$ cat src/rtl/riscv_gshare_predictor_pkg.sv
// Shared types and helpers for the fetch-stage direction predictor.
//   bp_pred_t    : prediction record (valid, taken, PHT index), sized for the
//                  largest supported table; users narrow idx with a cast.
//   bp_state_e   : table state (BP_INIT sweep, BP_READY).
//   ctr_weak_nt  : weakly-not-taken reset value for a CTR_W-bit counter.
//   sat_inc_dec  : saturating +1/-1 of a CTR_W-bit counter.
package riscv_gshare_predictor_pkg;

   localparam int BP_IDX_MAX_W = 16;
   localparam int BP_CTR_MAX_W = 4;

   typedef struct packed {
      logic                    valid;
      logic                    taken;
      logic [BP_IDX_MAX_W-1:0] idx;
   } bp_pred_t;

   typedef enum logic {
      BP_INIT  = 1'b0,
      BP_READY = 1'b1
   } bp_state_e;

   function automatic logic [BP_CTR_MAX_W-1:0] ctr_weak_nt(input int ctr_w);
      return BP_CTR_MAX_W'((1 << (ctr_w - 1)) - 1);
   endfunction

   // dir=1 counts up, dir=0 counts down; holds at 0 and at 2^ctr_w-1.
   function automatic logic [BP_CTR_MAX_W-1:0] sat_inc_dec(
      input logic [BP_CTR_MAX_W-1:0] ctr,
      input logic                    dir,
      input int                      ctr_w
   );
      logic [BP_CTR_MAX_W-1:0] max_v;
      max_v = BP_CTR_MAX_W'((1 << ctr_w) - 1);
      if (dir) begin
         return (ctr == max_v) ? ctr : ctr + BP_CTR_MAX_W'(1);
      end
      return (ctr == '0) ? ctr : ctr - BP_CTR_MAX_W'(1);
   endfunction

endpackage

$ cat src/rtl/riscv_gshare_predictor_pht.sv
// Pattern history table: ENTRIES x CTR_W saturating-counter storage.
// Ports:
//   clk                      clock
//   rd_en, rd_idx, rd_data   synchronous read port (data valid next cycle)
//   wr_en, wr_idx, wr_data   write port
//   wr_cur                   current contents at wr_idx, so the caller can form
//                            a read-modify-write value in the same cycle
// A read and a write to the same entry in one cycle return the old value.
module riscv_bp_pht #(
   parameter  int ENTRIES = 256,
   parameter  int CTR_W   = 2,
   localparam int IDX_W   = $clog2(ENTRIES)
) (
   input  logic             clk,
   input  logic             rd_en,
   input  logic [IDX_W-1:0] rd_idx,
   output logic [CTR_W-1:0] rd_data,
   input  logic             wr_en,
   input  logic [IDX_W-1:0] wr_idx,
   input  logic [CTR_W-1:0] wr_data,
   output logic [CTR_W-1:0] wr_cur
);

   logic [CTR_W-1:0] mem [ENTRIES];

   always_ff @(posedge clk) begin
      if (rd_en) begin
         rd_data <= mem[rd_idx];
      end
      if (wr_en) begin
         mem[wr_idx] <= wr_data;
      end
   end

   assign wr_cur = mem[wr_idx];

endmodule

$ cat src/rtl/riscv_gshare_predictor.sv
// Fetch-stage branch direction predictor with a PHT of saturating counters.
// After reset the table is swept to weakly-not-taken, one entry per cycle.
// Build option: RISCV_BP_GSHARE_EN selects gshare indexing (PC xor global
// history); without it the index is the PC alone and no history is kept.
// Ports:
//   clk_i, rst_i            clock, synchronous active-high reset
//   lookup_valid_i/pc_i     fetch lookup
//   predict_valid/taken/idx registered prediction, one cycle after lookup
//   update_*                resolved instruction from execute (branches train)
//   init_busy_o             table sweep in progress
//
// state    | meaning
// BP_INIT  | writing weakly-not-taken to entry ptr; lookups/updates ignored
// BP_READY | predicting and training
module riscv_gshare_predictor
   import riscv_gshare_predictor_pkg::*;
#(
   parameter  int ENTRIES = 256,
   parameter  int CTR_W   = 2,
   parameter  int HIST_W  = 8,
   parameter  int ADDR_W  = 32,
   localparam int IDX_W   = $clog2(ENTRIES)
) (
   input  logic              clk_i,
   input  logic              rst_i,
   input  logic              lookup_valid_i,
   input  logic [ADDR_W-1:0] lookup_pc_i,
   output logic              predict_valid_o,
   output logic              predict_taken_o,
   output logic [IDX_W-1:0]  predict_idx_o,
   input  logic              update_valid_i,
   input  logic              update_is_branch_i,
   input  logic              update_taken_i,
   input  logic [IDX_W-1:0]  update_idx_i,
   output logic              init_busy_o
);

   bp_state_e        state_q, state_d;
   logic [IDX_W-1:0] ptr_q;
   logic [IDX_W-1:0] lookup_idx;
   logic             lookup_fire;
   logic             train_fire;

   logic             pht_wr_en;
   logic [IDX_W-1:0] pht_wr_idx;
   logic [CTR_W-1:0] pht_wr_data;
   logic [CTR_W-1:0] pht_cur;
   logic [CTR_W-1:0] pht_rd_data;

   logic             pred_valid_q;
   logic [IDX_W-1:0] pred_idx_q;
   bp_pred_t         pred;

   logic             unused_pc;
   logic             unused_rd_lo;

   assign lookup_fire = lookup_valid_i & (state_q == BP_READY);
   assign train_fire  = update_valid_i & update_is_branch_i & (state_q == BP_READY);

`ifdef RISCV_BP_GSHARE_EN
   logic [HIST_W-1:0] ghr_q;

   // History is architectural: shifted only when a branch resolves.
   always_ff @(posedge clk_i) begin
      if (rst_i) begin
         ghr_q <= '0;
      end else if (train_fire) begin
         ghr_q <= HIST_W'({ghr_q, update_taken_i});
      end
   end

   assign lookup_idx = lookup_pc_i[IDX_W+1:2] ^ IDX_W'(ghr_q);
`else
   localparam int unused_hist_w = HIST_W;

   assign lookup_idx = lookup_pc_i[IDX_W+1:2];
`endif

   always_ff @(posedge clk_i) begin
      if (rst_i) begin
         state_q <= BP_INIT;
         ptr_q   <= '0;
      end else begin
         state_q <= state_d;
         if (state_q == BP_INIT) begin
            ptr_q <= ptr_q + IDX_W'(1);
         end
      end
   end

   always_comb begin
      state_d     = state_q;
      init_busy_o = 1'b0;
      case (state_q)
         BP_INIT: begin
            init_busy_o = 1'b1;
            if (ptr_q == IDX_W'(ENTRIES - 1)) begin
               state_d = BP_READY;
            end
         end
         BP_READY: state_d = BP_READY;
         default:  state_d = BP_INIT;
      endcase
   end

   // The init sweep owns the write port until the table is ready.
   always_comb begin
      if (state_q == BP_INIT) begin
         pht_wr_en   = 1'b1;
         pht_wr_idx  = ptr_q;
         pht_wr_data = CTR_W'(ctr_weak_nt(CTR_W));
      end else begin
         pht_wr_en   = train_fire;
         pht_wr_idx  = update_idx_i;
         pht_wr_data = CTR_W'(sat_inc_dec(BP_CTR_MAX_W'(pht_cur), update_taken_i, CTR_W));
      end
   end

   riscv_bp_pht #(
      .ENTRIES (ENTRIES),
      .CTR_W   (CTR_W)
   ) u_pht (
      .clk     (clk_i),
      .rd_en   (lookup_fire),
      .rd_idx  (lookup_idx),
      .rd_data (pht_rd_data),
      .wr_en   (pht_wr_en),
      .wr_idx  (pht_wr_idx),
      .wr_data (pht_wr_data),
      .wr_cur  (pht_cur)
   );

   always_ff @(posedge clk_i) begin
      if (rst_i) begin
         pred_valid_q <= 1'b0;
         pred_idx_q   <= '0;
      end else begin
         pred_valid_q <= lookup_fire;
         if (lookup_fire) begin
            pred_idx_q <= lookup_idx;
         end
      end
   end

   // The PHT read data is already registered; masking with the valid flop
   // forces taken low on cycles without a prediction.
   always_comb begin
      pred       = '0;
      pred.valid = pred_valid_q;
      pred.taken = pred_valid_q & pht_rd_data[CTR_W-1];
      pred.idx   = BP_IDX_MAX_W'(pred_idx_q);
   end

   assign predict_valid_o = pred.valid;
   assign predict_taken_o = pred.taken;
   assign predict_idx_o   = IDX_W'(pred.idx);

   assign unused_pc    = ^{lookup_pc_i[ADDR_W-1:IDX_W+2], lookup_pc_i[1:0]};
   assign unused_rd_lo = ^pht_rd_data[CTR_W-2:0];

endmodule

$ cat config.mk
export PLATFORM = sky130hd
export DESIGN_NAME = riscv_gshare_predictor
export DESIGN_NICKNAME = d
export VERILOG_FILES = /design/src/rtl/riscv_gshare_predictor_pkg.sv /design/src/rtl/riscv_gshare_predictor_pht.sv /design/src/rtl/riscv_gshare_predictor.sv
export SDC_FILE = /design/constraint.sdc
export NUM_CORES = 1
export LEC_CHECK = 0
export CAP_MARGIN = 20
export CORE_MARGIN = 3
export CORE_UTILIZATION = 52
export CTS_BUF_LIST = sky130_fd_sc_hd__clkbuf_4 sky130_fd_sc_hd__clkbuf_8
export DETAILED_ROUTE_END_ITERATION = 6
export GPL_TIMING_DRIVEN = 0
export PLACE_DENSITY = 0.75
export SLEW_MARGIN = 5
export SYNTH_ARGS = -nofsm -noshare
export SYNTH_HDL_FRONTEND = slang
export SYNTH_HIERARCHICAL = 1
export SYNTH_SLANG_ARGS = --single-unit
$ cat constraint.sdc
create_clock -name clk_i -period 19.5 [get_ports clk_i]
set_input_delay 2.925 -clock clk_i [delete_from_list [all_inputs] [get_ports clk_i]]
set_output_delay 2.925 -clock clk_i [all_outputs]
set_load 0.02 [all_outputs]
# After elaboration in Yosys (flattened, before gate mapping)

Memory sizes are Yosys's and may differ from the RTL's. A register that Yosys moved wholly into a read port is not among the register bits.
Index checks and enable logic that the tools add are counted.

Add/subtract/negate cells: 3
Equal/unequal tests: 2
Multiplexer cells: 14
Bitwise operators: 5
Reduce and logical (&&, ||, !) cells: 1

Operators with widths:

| cell                                                                | count |
|---|---|
| 2-bit 2-to-1 mux                                                    | 5 |
| 8-bit by 1-bit adder with 8-bit output (second input constant)      | 1 |
| 8-bit equality test (second input constant)                         | 1 |
| 8-bit 2-to-1 mux                                                    | 1 |
| 1-bit 2-to-1 mux                                                    | 7 |
| 1-bit AND                                                           | 4 |
| 2-bit by 1-bit adder with 2-bit output (second input constant)      | 1 |
| 2-bit equality test (second input constant)                         | 1 |
| 2-bit zero test                                                     | 1 |
| 1-bit one-hot mux with 2 select lines                               | 1 |
| 2-bit by 1-bit subtractor with 2-bit output (second input constant) | 1 |
| 1-bit NOT                                                           | 1 |

Register bits after elaboration: 18
Bits in writable memories: 512
Input port bits: 46
Output and inout port bits: 11
Memories: 1

Memory list:

| memory    | words | width | read ports | clocked after Yosys merged registers in | write ports | line                             | source |
|---|---|---|---|---|---|---|---|
| u_pht.mem | 256   | 2     | 2          | 1                                       | 1           | riscv_gshare_predictor_pht.sv:24 | `logic [CTR_W-1:0] mem [ENTRIES];` |

# Depth between registers and ports, before layout

Gate-level depths: netlist of run 1.
An unclocked memory read counts as a cell.

Depth after elaboration: 7
Mapped depth: 18

# Hierarchy

The synthesis of run 1 kept the hierarchy.

By module, submodules not included:

| module                 | times used | cells an instance | area each (sq um) | sequential area each (sq um) |
|---|---|---|---|---|
| riscv_bp_pht           | 1          | 1746              | 25831.0           | 15434.8 |
| riscv_gshare_predictor | 1          | 98                | 842.1             | 360.3 |

# Least setup slack after synthesis of run 1

Ideal clock, no wire load.

Path kind: input -> register
From: input update_idx_i[0]
To: memory u_pht.mem[0][0] (data pin)
Library setup time: 2187 ps
Arrival: 14926 ps
Data required time: 17313 ps
Slack: 2387 ps
Cell stages on the path: 15
Buffers on the path: 5
Path through: mux2_2 -> buf_6 -> buf_4 -> buf_4 -> buf_4 -> buf_4 -> mux2i_1 -> nand2_1 -> nand3_1 -> o2111ai_1 -> nor4_1 -> nand3_1 -> inv_1 -> a21oi_1 -> o21ai_0

Word-level cells in the longest chain between the ends: 7
Elaborated cells on any way between the ends: 11

Ends and longest elaborated chain:

| element                                                                              | line                             | source |
|---|---|---|
| from (decl)                                                                          | riscv_gshare_predictor.sv:34     | `input logic [IDX_W-1:0] update_idx_i,` |
| 8-bit 2-to-1 mux (*)                                                                 | riscv_gshare_predictor.sv:108    | `if (state_q == BP_INIT) begin` |
| memory read 256 x 2 bit (*)                                                          | --                               |  |
| named net pht_cur[0]                                                                 | riscv_gshare_predictor.sv:47     | `logic [CTR_W-1:0] pht_cur;` |
| 2-bit by 1-bit adder with 2-bit output / 2-bit equality test (equally long branches) | riscv_gshare_predictor_pkg.sv:36 | `return (ctr == max_v) ? ctr : ctr + BP_CTR_MAX_W'(1);` |
| 2-bit 2-to-1 mux                                                                     | riscv_gshare_predictor_pkg.sv:36 |  |
| 2-bit 2-to-1 mux                                                                     | riscv_gshare_predictor_pkg.sv:35 | `if (dir) begin` |
| 2-bit 2-to-1 mux (*)                                                                 | riscv_gshare_predictor_pkg.sv:38 | `return (ctr == '0) ? ctr : ctr - BP_CTR_MAX_W'(1);` |
| 2-bit 2-to-1 mux (*)                                                                 | riscv_gshare_predictor.sv:108    |  |
| named net pht_wr_data[0]                                                             | riscv_gshare_predictor.sv:46     | `logic [CTR_W-1:0] pht_wr_data;` |
| to (decl)                                                                            | riscv_gshare_predictor_pht.sv:24 |  |

Mark *: on every way through the listed nets, which the timed path passes. The rest lies on a longest branch. The select of a mux whose other input is x is not followed.

# Worst setup path in the final report of run 1

From: input update_idx_i[1]
To: memory u_pht.mem[107][0] (data pin)

Word-level cells in the longest chain between the ends: 7
Elaborated cells on any way between the ends: 11

Ends and longest elaborated chain:

| element                                                                              | line                             | source |
|---|---|---|
| 8-bit 2-to-1 mux (*)                                                                 | riscv_gshare_predictor.sv:108    |  |
| named net pht_wr_idx[1]                                                              | riscv_gshare_predictor.sv:45     | `logic [IDX_W-1:0] pht_wr_idx;` |
| memory read 256 x 2 bit (*)                                                          | --                               |  |
| named net pht_cur[0]                                                                 | riscv_gshare_predictor.sv:47     |  |
| 2-bit by 1-bit adder with 2-bit output / 2-bit equality test (equally long branches) | riscv_gshare_predictor_pkg.sv:36 |  |
| 2-bit 2-to-1 mux                                                                     | riscv_gshare_predictor_pkg.sv:36 |  |
| 2-bit 2-to-1 mux                                                                     | riscv_gshare_predictor_pkg.sv:35 |  |
| 2-bit 2-to-1 mux (*)                                                                 | riscv_gshare_predictor_pkg.sv:38 |  |
| 2-bit 2-to-1 mux (*)                                                                 | riscv_gshare_predictor.sv:108    |  |
| named net pht_wr_data[0]                                                             | riscv_gshare_predictor.sv:46     |  |

Marks and branches as above.

==> results of run 1 <==
## cells in the final DEF (no fill, tap or decap), types with 36 or more instances in the layout
master	count
buf_2	36
buf_4	38
nand2_1	64
mux4_2	104
nor3_1	37
nand3_1	42
a22oi_1	52
clkbuf_8	91
nor2_1	262
clkbuf_1	65
edfxtp_1	513
mux2i_1	178
## layer usage
metal	global-route usage, %	vias to the layer above	wire [um]
li1	-	6806	-
met1	44.6	8513	30400
met2	50.6	1557	37300
met3	12.4	351	12700
met4	20.3	2	5970
met5	0	-	17
## registers in the layout, summed over array words and instances (netlist names)
register	cells
predict_idx_o	8
predict_valid_o	1
ptr_q	8
state_q	1
u_pht/mem	512
u_pht/rd_data	1
## through the flow
stage	cells	utilization, %	instance area [um2]	hold WS (ns)
2_1_floorplan	1671	-	24700	0.468
3_5_place_dp	2324	55.9	26100	0.448
5_1_grt	2482	59.6	27900	0.465
3_3_place_gp	2309	55.1	25800	0.442
4_1_cts	2480	59.5	27800	0.456
6_report	2483	59.6	27900	0.457
## area by class of cell
cell class	count	area [um2]
Fill cell	3542	18900
Sequential cell	531	15800
Multi-Input combinational cell	968	8000
Clock buffer	117	1450
Buffer	163	917
Tap cell	607	759
Timing Repair Buffer	48	656
Clock inverter	39	269
Inverter	9	35.0
Antenna cell	1	2.50
## worst max-delay path, cell delays in order
cell and delay, ns:
clkdlybuf4s50_1 0.40, mux2_2 0.27, buf_2 0.17, buf_4 0.19, nor2b_1 0.12, clkbuf_1 0.86
clkbuf_1 0.91, a22oi_1 0.22, nand4_1 0.24, nand4_1 0.35, nor4_1 0.47, nand3_1 0.26
inv_1 0.13, a21oi_1 0.11, o21ai_4 0.71, buf_16 0.25, buf_12 0.20, buf_12 0.22
## report_power, final
| part | total (uW) | internal [uW] | switching [uW] |
|---|---|---|---|
| clock network | 975 | 523 | 452 |
| registers | 1230 | 1230 | 1.37 |
| logic | 162 | 48.8 | 113 |
## worst paths after layout
check	endpoint	slack, ns	cells past startpoint
worst min-delay path	predict_idx_o[1]	0.46	2
worst max-delay path	u_pht/mem[107][0]	10.89	18
worst max register to register	u_pht/mem[107][0]	12.62	19
worst min register to register	predict_idx_o[1]	0.46	2
==> flow_summary.ini, run 1 <==
[outcome]
outcome = finished clean

[global_route]
grt_pass1_wl_um = 121000
antenna_found_initial = 1
grt_max_degree = 44
first_global_vias = 16900
grt_usage_pct = 34.5
gr-total-overflow = 0

[critical_path]
r2r-start = state_q
cp_data_required_time_ns = 20.00
worstSetupStartpoint = update_idx_i[1]
worstSetupEndpointType = register
critPathKind = input pin to register
crit_path_max_fanout = 43
cp-start-kind = input pin
arrival_ns = 9.10

[timing]
hold_viol_final = 0
period_needed_ns = 8.61
setup_viol = 0
relSlewSlack_pct = 22.6
rsz0062_at_grt = false
fin_setup_tns_ns = 0
worst_pin_slew_ns = 1.16
maxSlewViolCount = 0
max_freq_ghz = 0.116
min_period_over_period_pct = 44.1
skew_ns = 0.0425
layout_setup_ws_ns = 10.89

[clocking]
clock_path_buffers = 3
cts_buffers = 86
h-tree-depth = 3
cts_sinks = 531
root_buffer = clkbuf_8
cts_setup_buffers = 0
cts-resized-gates = 0
hold_buffers = 0
tritoncts = done
clk_pin_slew_ns = 0.06
clk_latency_ns = 0.69

[routing]
drtAntennaViolNets = 0
first_iter_violations = 2839
viasPerCell = 6.94
drc = 0
drt-wirelength-per-cell_um = 34.8
dr.pass1.iters = 6
vias = 17200
wl_um = 86400

[placed_design]
io_buffers = 31
dpl.hpwl_um = 60400
place_worst_setup_slack_ns = 10.53
place_congestion = 1.05

[run]
cap_violations = 0

[die]
die_area_mm2 = 0.0501
core_mm2 = 0.0468
ioPinCount = 57
fp.dieW_um = 224
row_count = 79
initial_utilization_pct = 52.8
fp.dieH_um = 224

[worst_hold_path]
hp-start = predict_idx_o[1]
holdCritPathClass = register to register

[layout]
drive_above_1_share_pct = 19.7
final_nets = 1854
syn2layout_area_growth_pct = 12.8

[synth]
synth.net_count = 1718
syn_inst = 1671
syn_area_mm2 = 0.0247
yosys_warnings = 6
syn_area_per_cell_um2 = 14.8

[power]
p_leak_uw = 0.0102
peakVddDrop_mv = 0.0455
power_density_mw_per_mm2 = 85.2
power_uw = 2370
Power figures use the tool's default switching activity.
==> inputs of run 2 (changes only) <==
--- a/config.mk
+++ b/config.mk
@@ -11,7 +11,7 @@
 export CTS_BUF_LIST = sky130_fd_sc_hd__clkbuf_4 sky130_fd_sc_hd__clkbuf_8
 export DETAILED_ROUTE_END_ITERATION = 6
 export GPL_TIMING_DRIVEN = 0
-export PLACE_DENSITY = 0.75
+export PLACE_DENSITY = 0.77
 export SLEW_MARGIN = 5
 export SYNTH_ARGS = -nofsm -noshare
 export SYNTH_HDL_FRONTEND = slang
==> constraint.sdc (replaced) <==
create_clock -name clk_i -period 7.9 [get_ports clk_i]
set_input_delay 1.185 -clock clk_i [delete_from_list [all_inputs] [get_ports clk_i]]
set_output_delay 1.185 -clock clk_i [all_outputs]
set_load 0.02 [all_outputs]
==> flow_summary.ini, run 2 (synthesis gave the netlist of run 1 again) <==
[clocking]
clk_pin_slew_ns = 0.06
cts_sinks = 531
root_buffer = clkbuf_8
cts_setup_buffers = 0
hold_buffers = 0
cts_buffers = 85
cts-resized-gates = 0
clk_latency_ns = 0.69
clock_path_buffers = 3
h-tree-depth = 3
tritoncts = done

[placed_design]
dpl.hpwl_um = 60300
place_congestion = 1.01
io_buffers = 31

[timing]
min_period_over_period_pct = 84.2
setup_viol = 0
rsz0062_at_grt = false
max_freq_ghz = 0.150
hold_viol_final = 0
hold_slack_ns = 0.456
relSlewSlack_pct = 18.6
skew_ns = 0.0475
worst_pin_slew_ns = 1.22
maxSlewViolCount = 0
period_needed_ns = 6.66

[global_route]
grt_pass1_wl_um = 120000
grt_usage_pct = 34.2
first_global_vias = 16800
gr-total-overflow = 0
grt_max_degree = 44
antenna_found_initial = 1

[critical_path]
critPathKind = input pin to register
crit_path_max_fanout = 38
arrival_ns = 7.16
cp-start-kind = input pin
cp_data_required_time_ns = 8.40
worstSetupEndpointType = register

[layout]
final_common_cell = edfxtp_1
register_area_mm2 = 0.0158
syn2layout_area_growth_pct = 12.9
multi_input_area_mm2 = 0.00801
final_util_pct = 59.6
regMostFlops = u_pht/mem
final_nets = 1854
layout.cells.most_common_list = edfxtp_1, nor2_1, mux2i_1
drive_above_1_share_pct = 20.1
largest_reg_flops = 512
n_fill_cell = 3505

[routing]
first_iter_violations = 2856
drt-wirelength-per-cell_um = 34.5
drtAntennaViolNets = 0
wl_um = 85500
dr.pass1.iters = 7
viasPerCell = 7.00
vias = 17300
drc = 2

[die]
die_area_mm2 = 0.0501
fp.dieW_um = 224
initial_utilization_pct = 52.8
ioPinCount = 57
fp.dieH_um = 224
row_count = 79
core_mm2 = 0.0468

[power]
p_leak_uw = 0.0102
power_density_mw_per_mm2 = 209
peakVddDrop_mv = 0.109

[run]
cap_violations = 0

[outcome]
failed_checks = design-rule violations
outcome = finished with violations

[worst_hold_path]
holdCritPathClass = register to register
[run 2: final timing paths]
check	slack, ns	cells after the start	to	startpoint
min reg2reg	0.46	2	predict_idx_o[3]	predict_idx_o[3]
min	0.46	2	predict_idx_o[3]	predict_idx_o[3]
max reg2reg	1.32	20	u_pht/mem[191][0]	state_q
max	1.24	19	u_pht/mem[191][0]	update_idx_i[1]
[run 2: stage by stage]
step	power, uW	instance area [um2]	TNS (ns)	setup WS, ns	std cells
4_1_cts	5830	27900	0	1.56	2474
3_3_place_gp	3480	25800	-2036.64	-5.30	2309
6_report	5830	27900	0	1.24	2477
2_1_floorplan	3320	24700	0	0.0252	1671
5_1_grt	5980	27900	0	1.24	2476
3_5_place_dp	3490	26200	0	0.861	2325
[run 2: per-layer routing]
metal / wire length (um) / share of wire [%] / GRT usage (%) / vias to the layer above
li1: - / - / - / 6813
met1: 29600 / 35 / 43.9 / 8700
met2: 37600 / 44 / 51.1 / 1535
met3: 12500 / 15 / 11.3 / 294
met4: 5780 / 6.8 / 20.4 / 2
met5: 11 / 0.013 / 0 / -
[run 2: layout make-up]
type | count | share of cell area (%)
well taps | 607 | 2.72
flip-flops and latches | 531 | 56.5
clock buffers | 124 | 5.49
diodes | 1 | 0.00898
multi-input cells | 968 | 28.7
inverters | 9 | 0.126
plain buffers | 163 | 3.29
repair buffers | 49 | 2.45
clock inverters | 25 | 0.633
[run 2: power breakdown]
part	internal [uW]	total, uW	switching (uW)
clock network	1310	2380	1080
registers	3040	3050	3.11
logic	121	403	282
[run 2: critical path: stages]
cell             delay (ns)
clkdlybuf4s50_1        0.45
mux2_2                 0.15
buf_2                  0.17
buf_4                  0.23
nor2b_1                0.15
clkbuf_1               0.84
clkbuf_1               0.87
a22oi_1                0.26
nand4_1                0.26
nand4_1                0.31
nor4_1                 0.35
nand3_1                0.24
inv_1                  0.13
a21oi_1                0.10
o21ai_4                0.57
buf_16                 0.24
buf_16                 0.18
buf_12                 0.21
buf_16                 0.21
